**src/rtl/huffman_lut_scheduler.sv**
```systemverilog
// Schedules the shared codeword LUT between table writes and a 3-stage symbol lookup
// pipeline, and drives the coder only for codewords with a non-zero length.
module huffman_lut_scheduler #(
    parameter int ADDR_W = 6,
    parameter int CW_W   = 12,
    parameter int CNT_W  = 16
) (
    input  logic              clock,
    input  logic              reset,
    input  logic              tbl_wr_req,
    input  logic [ADDR_W-1:0] tbl_wr_addr,
    input  logic [CW_W-1:0]   tbl_wr_data,
    output logic              tbl_wr_ack,
    input  logic              sym_valid,
    input  logic [ADDR_W-1:0] sym,
    output logic              sym_ready,
    output logic              lut_mode,
    output logic [ADDR_W-1:0] lut_addr,
    output logic [CW_W-1:0]   lut_data,
    input  logic [CW_W-1:0]   lut_codeword,
    output logic              coder_ce,
    output logic [7:0]        coder_code,
    output logic [3:0]        coder_length,
    output logic [CNT_W-1:0]  sym_count,
    output logic [CNT_W-1:0]  zero_len_count,
    output logic              busy
);

    localparam logic [CNT_W-1:0] CNT_ONE = {{(CNT_W-1){1'b0}}, 1'b1};

    logic              s1_q, s1_d;
    logic              s2_q, s2_d;
    logic              s3_q, s3_d;
    logic              wr_ack_q, wr_ack_d;
    logic              sym_turn_q, sym_turn_d;
    logic [CW_W-1:0]   cw_q, cw_d;
    logic              lut_mode_q, lut_mode_d;
    logic [ADDR_W-1:0] lut_addr_q, lut_addr_d;
    logic [CW_W-1:0]   lut_data_q, lut_data_d;
    logic [CNT_W-1:0]  sym_cnt_q, sym_cnt_d;
    logic [CNT_W-1:0]  zlc_q, zlc_d;

    logic accept;
    logic grant;
    logic zero_len;

    // A pending write blocks symbols unless the symbol side holds the turn.
    assign sym_ready = !(tbl_wr_req && !sym_turn_q);
    assign accept    = sym_valid && sym_ready;
    assign grant     = tbl_wr_req && !wr_ack_q && !s1_q && !s2_q && !accept
                       && !(sym_turn_q && sym_valid);
    assign zero_len  = s3_q && (cw_q[3:0] == 4'd0);

    always_comb begin
        s1_d       = accept;
        s2_d       = s1_q;
        s3_d       = s2_q;
        wr_ack_d   = grant;
        cw_d       = cw_q;
        lut_mode_d = 1'b0;
        lut_addr_d = lut_addr_q;
        lut_data_d = lut_data_q;
        sym_turn_d = sym_turn_q;
        sym_cnt_d  = sym_cnt_q;
        zlc_d      = zlc_q;

        if (s2_q) begin
            cw_d = lut_codeword;
        end

        if (accept) begin
            lut_addr_d = sym;
        end else if (grant) begin
            lut_mode_d = 1'b1;
            lut_addr_d = tbl_wr_addr;
            lut_data_d = tbl_wr_data;
        end

        // Setting the turn on grant wins over clearing in the same cycle.
        if (grant) begin
            sym_turn_d = 1'b1;
        end else if (!wr_ack_q && (accept || !sym_valid)) begin
            sym_turn_d = 1'b0;
        end

        if (s3_q) begin
            sym_cnt_d = sym_cnt_q + CNT_ONE;
        end
        if (zero_len && (zlc_q != {CNT_W{1'b1}})) begin
            zlc_d = zlc_q + CNT_ONE;
        end
    end

    always_ff @(posedge clock) begin
        if (reset) begin
            s1_q       <= 1'b0;
            s2_q       <= 1'b0;
            s3_q       <= 1'b0;
            wr_ack_q   <= 1'b0;
            sym_turn_q <= 1'b0;
            cw_q       <= '0;
            lut_mode_q <= 1'b0;
            lut_addr_q <= '0;
            lut_data_q <= '0;
            sym_cnt_q  <= '0;
            zlc_q      <= '0;
        end else begin
            s1_q       <= s1_d;
            s2_q       <= s2_d;
            s3_q       <= s3_d;
            wr_ack_q   <= wr_ack_d;
            sym_turn_q <= sym_turn_d;
            cw_q       <= cw_d;
            lut_mode_q <= lut_mode_d;
            lut_addr_q <= lut_addr_d;
            lut_data_q <= lut_data_d;
            sym_cnt_q  <= sym_cnt_d;
            zlc_q      <= zlc_d;
        end
    end

    assign tbl_wr_ack     = wr_ack_q;
    assign lut_mode       = lut_mode_q;
    assign lut_addr       = lut_addr_q;
    assign lut_data       = lut_data_q;
    assign coder_ce       = s3_q && (cw_q[3:0] != 4'd0);
    assign coder_code     = cw_q[CW_W-1:4];
    assign coder_length   = cw_q[3:0];
    assign sym_count      = sym_cnt_q;
    assign zero_len_count = zlc_q;
    assign busy           = s1_q || s2_q || s3_q || wr_ack_q || grant;

endmodule

```
**config.mk**
```make
export PLATFORM = sky130hd
export DESIGN_NAME = huffman_lut_scheduler
export DESIGN_NICKNAME = d
export VERILOG_FILES = /design/src/rtl/huffman_lut_scheduler.sv
export SDC_FILE = /design/constraint.sdc
export NUM_CORES = 1
export LEC_CHECK = 0
export CAP_MARGIN = 30
export CORE_ASPECT_RATIO = 0.75
export CORE_MARGIN = 3
export CORE_UTILIZATION = 48
export DETAILED_ROUTE_END_ITERATION = 7
export GPL_TIMING_DRIVEN = 0
export PLACE_DENSITY = 0.94
export SETUP_SLACK_MARGIN = 0.4
export SYNTH_ARGS = -nofsm -noshare
export SYNTH_HDL_FRONTEND = slang
export SYNTH_SLANG_ARGS = --single-unit
```
**constraint.sdc**
```tcl
create_clock -name clock -period 2.9 [get_ports clock]
set_input_delay 0.58 -clock clock [delete_from_list [all_inputs] [get_ports clock]]
set_output_delay 0.58 -clock clock [all_outputs]
set_load 0.1 [all_outputs]
```
# After elaboration in Yosys (flattened, before gate mapping)
# Index checks and enable logic that the tools add are counted.
[totals]
in_bits = 40
word_cells = 51
out_inout_bits = 67
reg_bits = 68
[classes]
reduce_logical = 31
n_addsub = 2
bitwise = 1
muxes = 5
n_eq_ne = 1
[op_table]
columns = ["cell", "count"]
rows = [
  ["16-bit by 1-bit adder with 16-bit output, second input constant", 2],
  ["16-bit inequality test, second input constant", 1],
  ["1-bit logical AND", 12],
  ["6-bit 2-to-1 mux", 2],
  ["1-bit zero test", 8],
  ["1-bit logical OR", 5],
  ["4-bit zero test", 1],
  ["2-bit nonzero test", 2],
  ["4-bit nonzero test", 1],
  ["1-bit 2-to-1 mux", 3],
  ["2-bit AND reduction", 1],
  ["2-bit OR reduction", 1],
  ["1-bit inverter", 1],
]

# Longest topological paths before layout
[depth]
word_depth = 9
depth_mapped = 7
ltp_nobuf = 5

# Worst setup path after synthesis
# OpenSTA, ideal clock, no wires.
[synth_timing]
path_type = "input port to output port"
start = "in tbl_wr_req"
end = "out busy"
required_ns = 2.320
t_arrival_ns = 2.655
path_slack_ns = -0.335
cell_stages = 5
n_path_buf = 1
path_cell_list = "nand2b_1 nand2_1 buf_1 nand2_1 nand2_1"
[synth_via]
elab_chain_len = 7
word_cells_on_any_way = 10
classes_between = "reduce/logical (10)"
[synth_rtl]
columns = ["element", "line_no", "rtl"]
rows = [
  ["from (decl)", "10", "input logic tbl_wr_req,"],
  ["1-bit logical AND", "48", "assign sym_ready = !(tbl_wr_req && !sym_turn_q);"],
  ["1-bit zero test", "48", ""],
  ["1-bit logical AND", "49", "assign accept = sym_valid && sym_ready;"],
  ["1-bit zero test", "50", "assign grant = tbl_wr_req && !wr_ack_q && !s1_q && !s2_q && !accept"],
  ["1-bit logical AND *", "50", ""],
  ["1-bit logical AND *", "51", "&& !(sym_turn_q && sym_valid);"],
  ["1-bit logical OR *", "131", "assign busy = s1_q || s2_q || s3_q || wr_ack_q || grant;"],
  ["to (decl)", "26", "output logic busy"],
]
# Every way passes the cells marked *; elsewhere a longest branch is shown, timed or not.

# Worst setup path after layout
# Ends and elaborated chain as after synthesis.

==> flow_summary.yaml <==
global_route:
  grt_max_degree: 13
  antenna_found_initial: 0
  grt_pass1_vias: 2626
  grt.overflow.total: 0
  grt_usage_pct: 22.7
  grt_pass1_wl_um: 12500
yosys:
  ys_ff_latch: 68
  ys.flop_type: "dfxtp_1"
  ys_warn_count: 0
  postSynth.asyncResetShare_pct: 0
  netlist_area_um2: 2910
  syn_nets: 348
  syn_avg_cell_area_um2: 9.50
  synth-edff-count: 0
  syn_inst: 306
  synth_cell_types: 38
  synth_seq_area_share_pct: 46.8
setup_path:
  required_ns: 2.32
  crit_buf_inv: 3
  path_cells: "clkdlybuf4s50_1 > nand2b_2 > nand2_2 > buf_6 > nand2_1 > nand2_4 > buf_12"
  critPathLaunchType: "input pin"
  crit_type: "in -> out"
  cp_top_family: "buffers and inverters"
  critPathArrivalTime_ns: 1.92
  setup.worst_path.end_class: "output port"
  crit_fanout: 10
  slowest_stage: "clkdlybuf4s50_1"
  max_stage_delay_ns: 0.51
cts:
  worstSkewPairLatency_ns: 0.33
  cts_root_buf: "clkbuf_8"
  cts_tree: "yes"
  clk_pin_slew_ns: 0.07
  cts_buffers: 9
  ctsLongestPathBuffers: 2
  clock_sinks: 68
  htreeDepth: 3
  ctsHoldBuffers: 0
sta:
  setup_ws_ns: 0.399
  skew_ns: 0.00868
  worst_slew_pin_slew_ns: 0.991
  tns_ns: 0
  fin_crit_sh_pct: 86.2
  finalSetupViolCount: 0
  rsz0062_at_grt: "true"
  min_period_ns: 2.50
  slew_headroom_pct: 33.7
  hold_viol: 0
  drv_slew: 0
  fmax_mhz: 400
power_and_ir_drop:
  ir_worst_vdd_v: 0.000343
  power.density_nw_per_um2: 540
  leakage_nw: 1.84
floorplan:
  row_count: 23
  die_width_um: 95.9
  initial_core_util_pct: 52.1
  core_area_um2: 5580
  dieArea_um2: 7040
  die_y_um: 73.4
  io_pins: 107
routing:
  viasPerCell: 5.55
  wl_um: 8050
  wl_per_cell_um: 16.0
  first_iter_violations: 148
  vias: 2795
  first_pass_iters: 6
  ant_nets: 0
  drc: 0
placed_design:
  dp_cells: 486
  dp_worst_setup_slack_ns: -0.916
  port_buffers: 105
  post-dp-hpwl_um: 5950
  place_congestion: 0.940
finish:
  diodes: 0
  layout_commonest_cell: "clkdlybuf4s50_1"
  fin_cells: 504
  drive_gt1_share_pct: 10.3
  multi_input_area_um2: 1470
  fin_util_pct: 77.8
  layout_common_cells: "70 x clkdlybuf4s50_1, 66 x dfxtp_1, 49 x nor2_1"
  fill_cells: 401
  area.sequential_um2: 1360
  area_growth_pct: 49.4
  final_nets: 466
run_status:
  run_status: "finished clean"
job:
  drv_cap: 0
hold_path:
  hold_class: "reg -> reg"
-- timing repair --
item | in CTS | in global routing
resized for setup | 40 | 12
buffers inserted | 0 | 2
hold endpoints to repair | 0 | 0
endpoints found under the setup margin | 27 | 9
cloned | 0 | 0
-- synth_stat cells (2+ instances only) --
| cell type | n | area [um2] |
|---|---|---|
| a211oi_1 | 6 | 45.0 |
| o21ai_0 | 8 | 40.0 |
| xor2_1 | 8 | 70.1 |
| buf_1 | 5 | 18.8 |
| mux2i_1 | 31 | 310 |
| a21oi_1 | 19 | 95.1 |
| mux2_1 | 2 | 22.5 |
| or4_1 | 8 | 60.1 |
| nor4_4 | 2 | 42.5 |
| buf_2 | 2 | 10.0 |
| nand4_2 | 2 | 25.0 |
| or3_1 | 7 | 43.8 |
| o31ai_1 | 10 | 75.1 |
| nand3_1 | 7 | 35.0 |
| nand2b_1 | 2 | 12.5 |
| xnor2_1 | 2 | 17.5 |
| nor2_1 | 49 | 184 |
| and3_1 | 8 | 50.1 |
| nand4_1 | 8 | 50.1 |
| and4_1 | 2 | 17.5 |
| nor4_1 | 5 | 31.3 |
| inv_1 | 2 | 7.51 |
| nor2b_1 | 6 | 37.5 |
| buf_6 | 2 | 22.5 |
| nand2_1 | 17 | 63.8 |
| dfxtp_1 | 68 | 1360 |
| clkbuf_1 | 5 | 18.8 |
| or2_2 | 2 | 12.5 |
| ha_1 | 2 | 25.0 |
-- worst min-delay path, delay by kind of cell, from the launching register on --
family | cells | cell delay (ns)
multiplexers | 1 | 0.06
flip-flops | 1 | 0.32
AND/OR/NAND/NOR | 1 | 0.07
-- worst paths after layout --
path | cells after the start | from | to | slack (ns)
worst max-delay path | 7 | tbl_wr_req | busy | 0.40
worst max register to register | 4 | cw_q[0] | zero_len_count[14] | 0.97
worst min-delay path | 2 | cw_q[10] | cw_q[10] | 0.49
worst min register to register | 2 | cw_q[10] | cw_q[10] | 0.49
-- cell type report --
| class | instances | area share (%) |
|---|---|---|
| multi-input cells | 220 | 33.9 |
| flip-flops and latches | 68 | 31.4 |
| well taps | 75 | 2.16 |
| plain buffers | 16 | 2.30 |
| inverters | 2 | 0.173 |
| repair buffers | 107 | 24.6 |
| clock inverters | 6 | 2.56 |
| clock buffers | 10 | 2.94 |
-- flip-flops by register name (all words and copies together), names as in the netlist --
name	cells
tbl_wr_ack	1
s1_q	1
sym_turn_q	1
lut_addr	6
zero_len_count	16
s3_q	1
s2_q	1
lut_mode	1
sym_count	16
cw_q	12
lut_data	12
-- metal layers --
layer  up-vias  global-route usage, %  wire length (um)
li1       1335                      -                 -
met1      1323                   29.1              3430
met2       121                   37.4              3930
met3        16                   7.47               581
met4         0                   5.05               115
met5         -                      0                 0
-- power breakdown --
part	internal, mW	switching, mW
clock network	0.573	0.355
registers	0.961	0.0181
logic	0.146	0.294
total	1.68	0.667
-- cells by family (layout without fill, tap and decap cells) --
kind of cell             count (synthesis)  count (layout)  share of synthesized area (%)
AND/OR/NAND/NOR                        130             130                           24.6
flip-flops                              68              68                           46.8
AO/OA/AOI/OAI                           44              44                           9.42
multiplexers                            34              34                           11.8
buffers and inverters                   18             141                           3.44
XOR/XNOR                                10              10                           3.01
adder cells (fa/ha/maj)                  2               2                          0.860
-- through the flow --
stage          cell area [um2]  hold slack, ns  power (mW)
2_1_floorplan             2930           0.447        1.30
4_1_cts                   4290           0.500        2.36
5_1_grt                   4350           0.507        2.43
3_3_place_gp              4070           0.460        1.42
3_5_place_dp              4070           0.479        1.43
6_report                  4350           0.494        2.35
Note: power is estimated with default switching activity, not from simulation.
==> RTL change, RTL diff (same flow settings) <==
Put one more register stage on the output `zero_len_count`, cleared by the reset. The value now appears one clock later. The other outputs are not delayed to match.
--- a/src/rtl/huffman_lut_scheduler.sv
+++ b/src/rtl/huffman_lut_scheduler.sv
@@ -127,7 +127,13 @@
     assign coder_code     = cw_q[CW_W-1:4];
     assign coder_length   = cw_q[3:0];
     assign sym_count      = sym_cnt_q;
-    assign zero_len_count = zlc_q;
+    always_ff @(posedge clock) begin
+        if (reset) begin
+            zero_len_count <= '0;
+        end else begin
+            zero_len_count <= zlc_q;
+        end
+    end
     assign busy           = s1_q || s2_q || s3_q || wr_ack_q || grant;
 
 endmodule
Check against the original RTL: not equivalent (Yosys sat finds a counterexample within 10 cycles, from zero or initial values and one cycle with reset high).
==> RTL change against the unedited design <==
- fmax is 2.4% higher
- sequential share of layout area is 4.1 points higher
- total power increased by 8.6%
- setup slack better by 59 ps
- synthesized area increased by 13%
- first-iteration DRC count grew 15%
- cell area up 9.2%
- routed wire length grew 4.4%
- clock power fell by 2.3%
- sequential cell count rose by 16
- hold slack better by 2.1 ps
- count of clock-buffer cells in the layout is 2 higher
- via count up 2.4%
==> RTL change: results (changes against the unedited design) <==
Status: finished clean
GRT Util Overall: 21.9% (-0.79 points)
Placement-stage cell area: 4500 um^2 (+11%)
Max IR drop VDD: 374 uV (+8.9%)
Global-route wire length before repair: 13,700 um (+9.3%)
Routability congestion estimate: 0.837 (-11%)
Synthesized Nets: 377 (+8.3%)
Xor and xnor area share after synthesis: 2.92% (-0.089 points)
Worst hold slack: 496 ps (+2.11 ps)
Adder-cell share of the synthesized area: 0.759% (-0.10 points)
Final worst clock skew: 10.3 ps (+1.64 ps)
Register area share after synthesis: 51.0% (+4.2 points)
CP Data Arrival Time: 1860 ps (-60 ps)
Netlist cell types: 39 (+2.6%)
Vias per Instance: 5.31 (-4.3%)
1st-pass router iterations: 4 (-2)
Largest net degree at the start of global routing: 14 (+1)
Number of global-route vias before repair: 2,833 (+7.9%)
Crit Reg-Reg Endpoint: zlc_q[15]
Later-pin clock latency in the skew report: 350 ps (+20 ps)
Hold Crit Start: cw_q[4]
Nets: 495 (+6.2%)
Multiplexer share of the synthesized area: 12.1% (+0.32 points)
RR Startpoint: cw_q[1]
Port buffer count: 106 (+0.95%)
Post-synthesis compound-gate area fraction: 5.96% (-3.5 points)
Post_cts resized: 20 (-50%)
Slowest stage cell, crit path: clkdlybuf4s50_1
Top post-synthesis cells by count: dfxtp_1 (84), nor2_1 (59), mux2i_1 (31), nor2b_1 (17), a21oi_1 (13)
Largest family of logic cells by synthesized area: simple AND/OR/NAND/NOR gates
Total Wirelength: 8410 um (+4.4%)
Initial DRC count: 170 (+15%)
Worst setup path start: lut_addr[2]
Largest cells by area after synthesis: dfxtp_1 (51%), mux2i_1 (9.4%), nor2_1 (6.7%)
Post-CTS Repair Setup Buffers: 1 (+1)
Critical Path Max Stage Delay: 1150 ps (+640 ps)
Crit path capture: lut_addr[2]
Hold endpoint: cw_q[4]
Fillers: 454 (+13%)
Slew @ Worst Pin: 1010 ps (+22.0 ps)
DP HPWL: 6190 um (+4.1%)
Leak: 1.96 nW (+6.2%)
Max Fanout on Critical Path: 2 (-8)
Share of cells above drive strength 1: 9.83% (-0.43 points)
-- RTL change: power by group --
group	internal (mW)	total, mW	switching, mW	leakage, nW
combinational	0.148	0.444	0.296	1.17
sequential	1.18	1.20	0.0183	0.682
clock	0.508	0.907	0.399	0.107
total	1.84	2.55	0.713	1.96
-- RTL change: per-layer routing --
layer	part of all wire, %	track usage [%]
met1	41	25.8
met4	1.9	7.44
met3	9.7	9.25
met2	47	35.8
met5	0	0
-- RTL change: area by class of cell --
cell class / count / share of cell area [%]
Clock buffer: 12 / 3.06
Buffer: 17 / 1.95
Tap cell: 81 / 2.14
Inverter: 4 / 0.316
Multi-Input combinational cell: 230 / 32.4
Clock inverter: 4 / 1.53
Sequential cell: 84 / 35.5
Timing Repair Buffer: 107 / 23.1
-- RTL change: per-stage QoR --
stage	setup slack [ps]	instances	utilization, %
3_5_place_dp	-438	523	69.6
3_3_place_gp	-848	522	69.1
6_report	458	539	73.3
5_1_grt	392	539	73.3
4_1_cts	366	539	72.8
2_1_floorplan	425	335	-
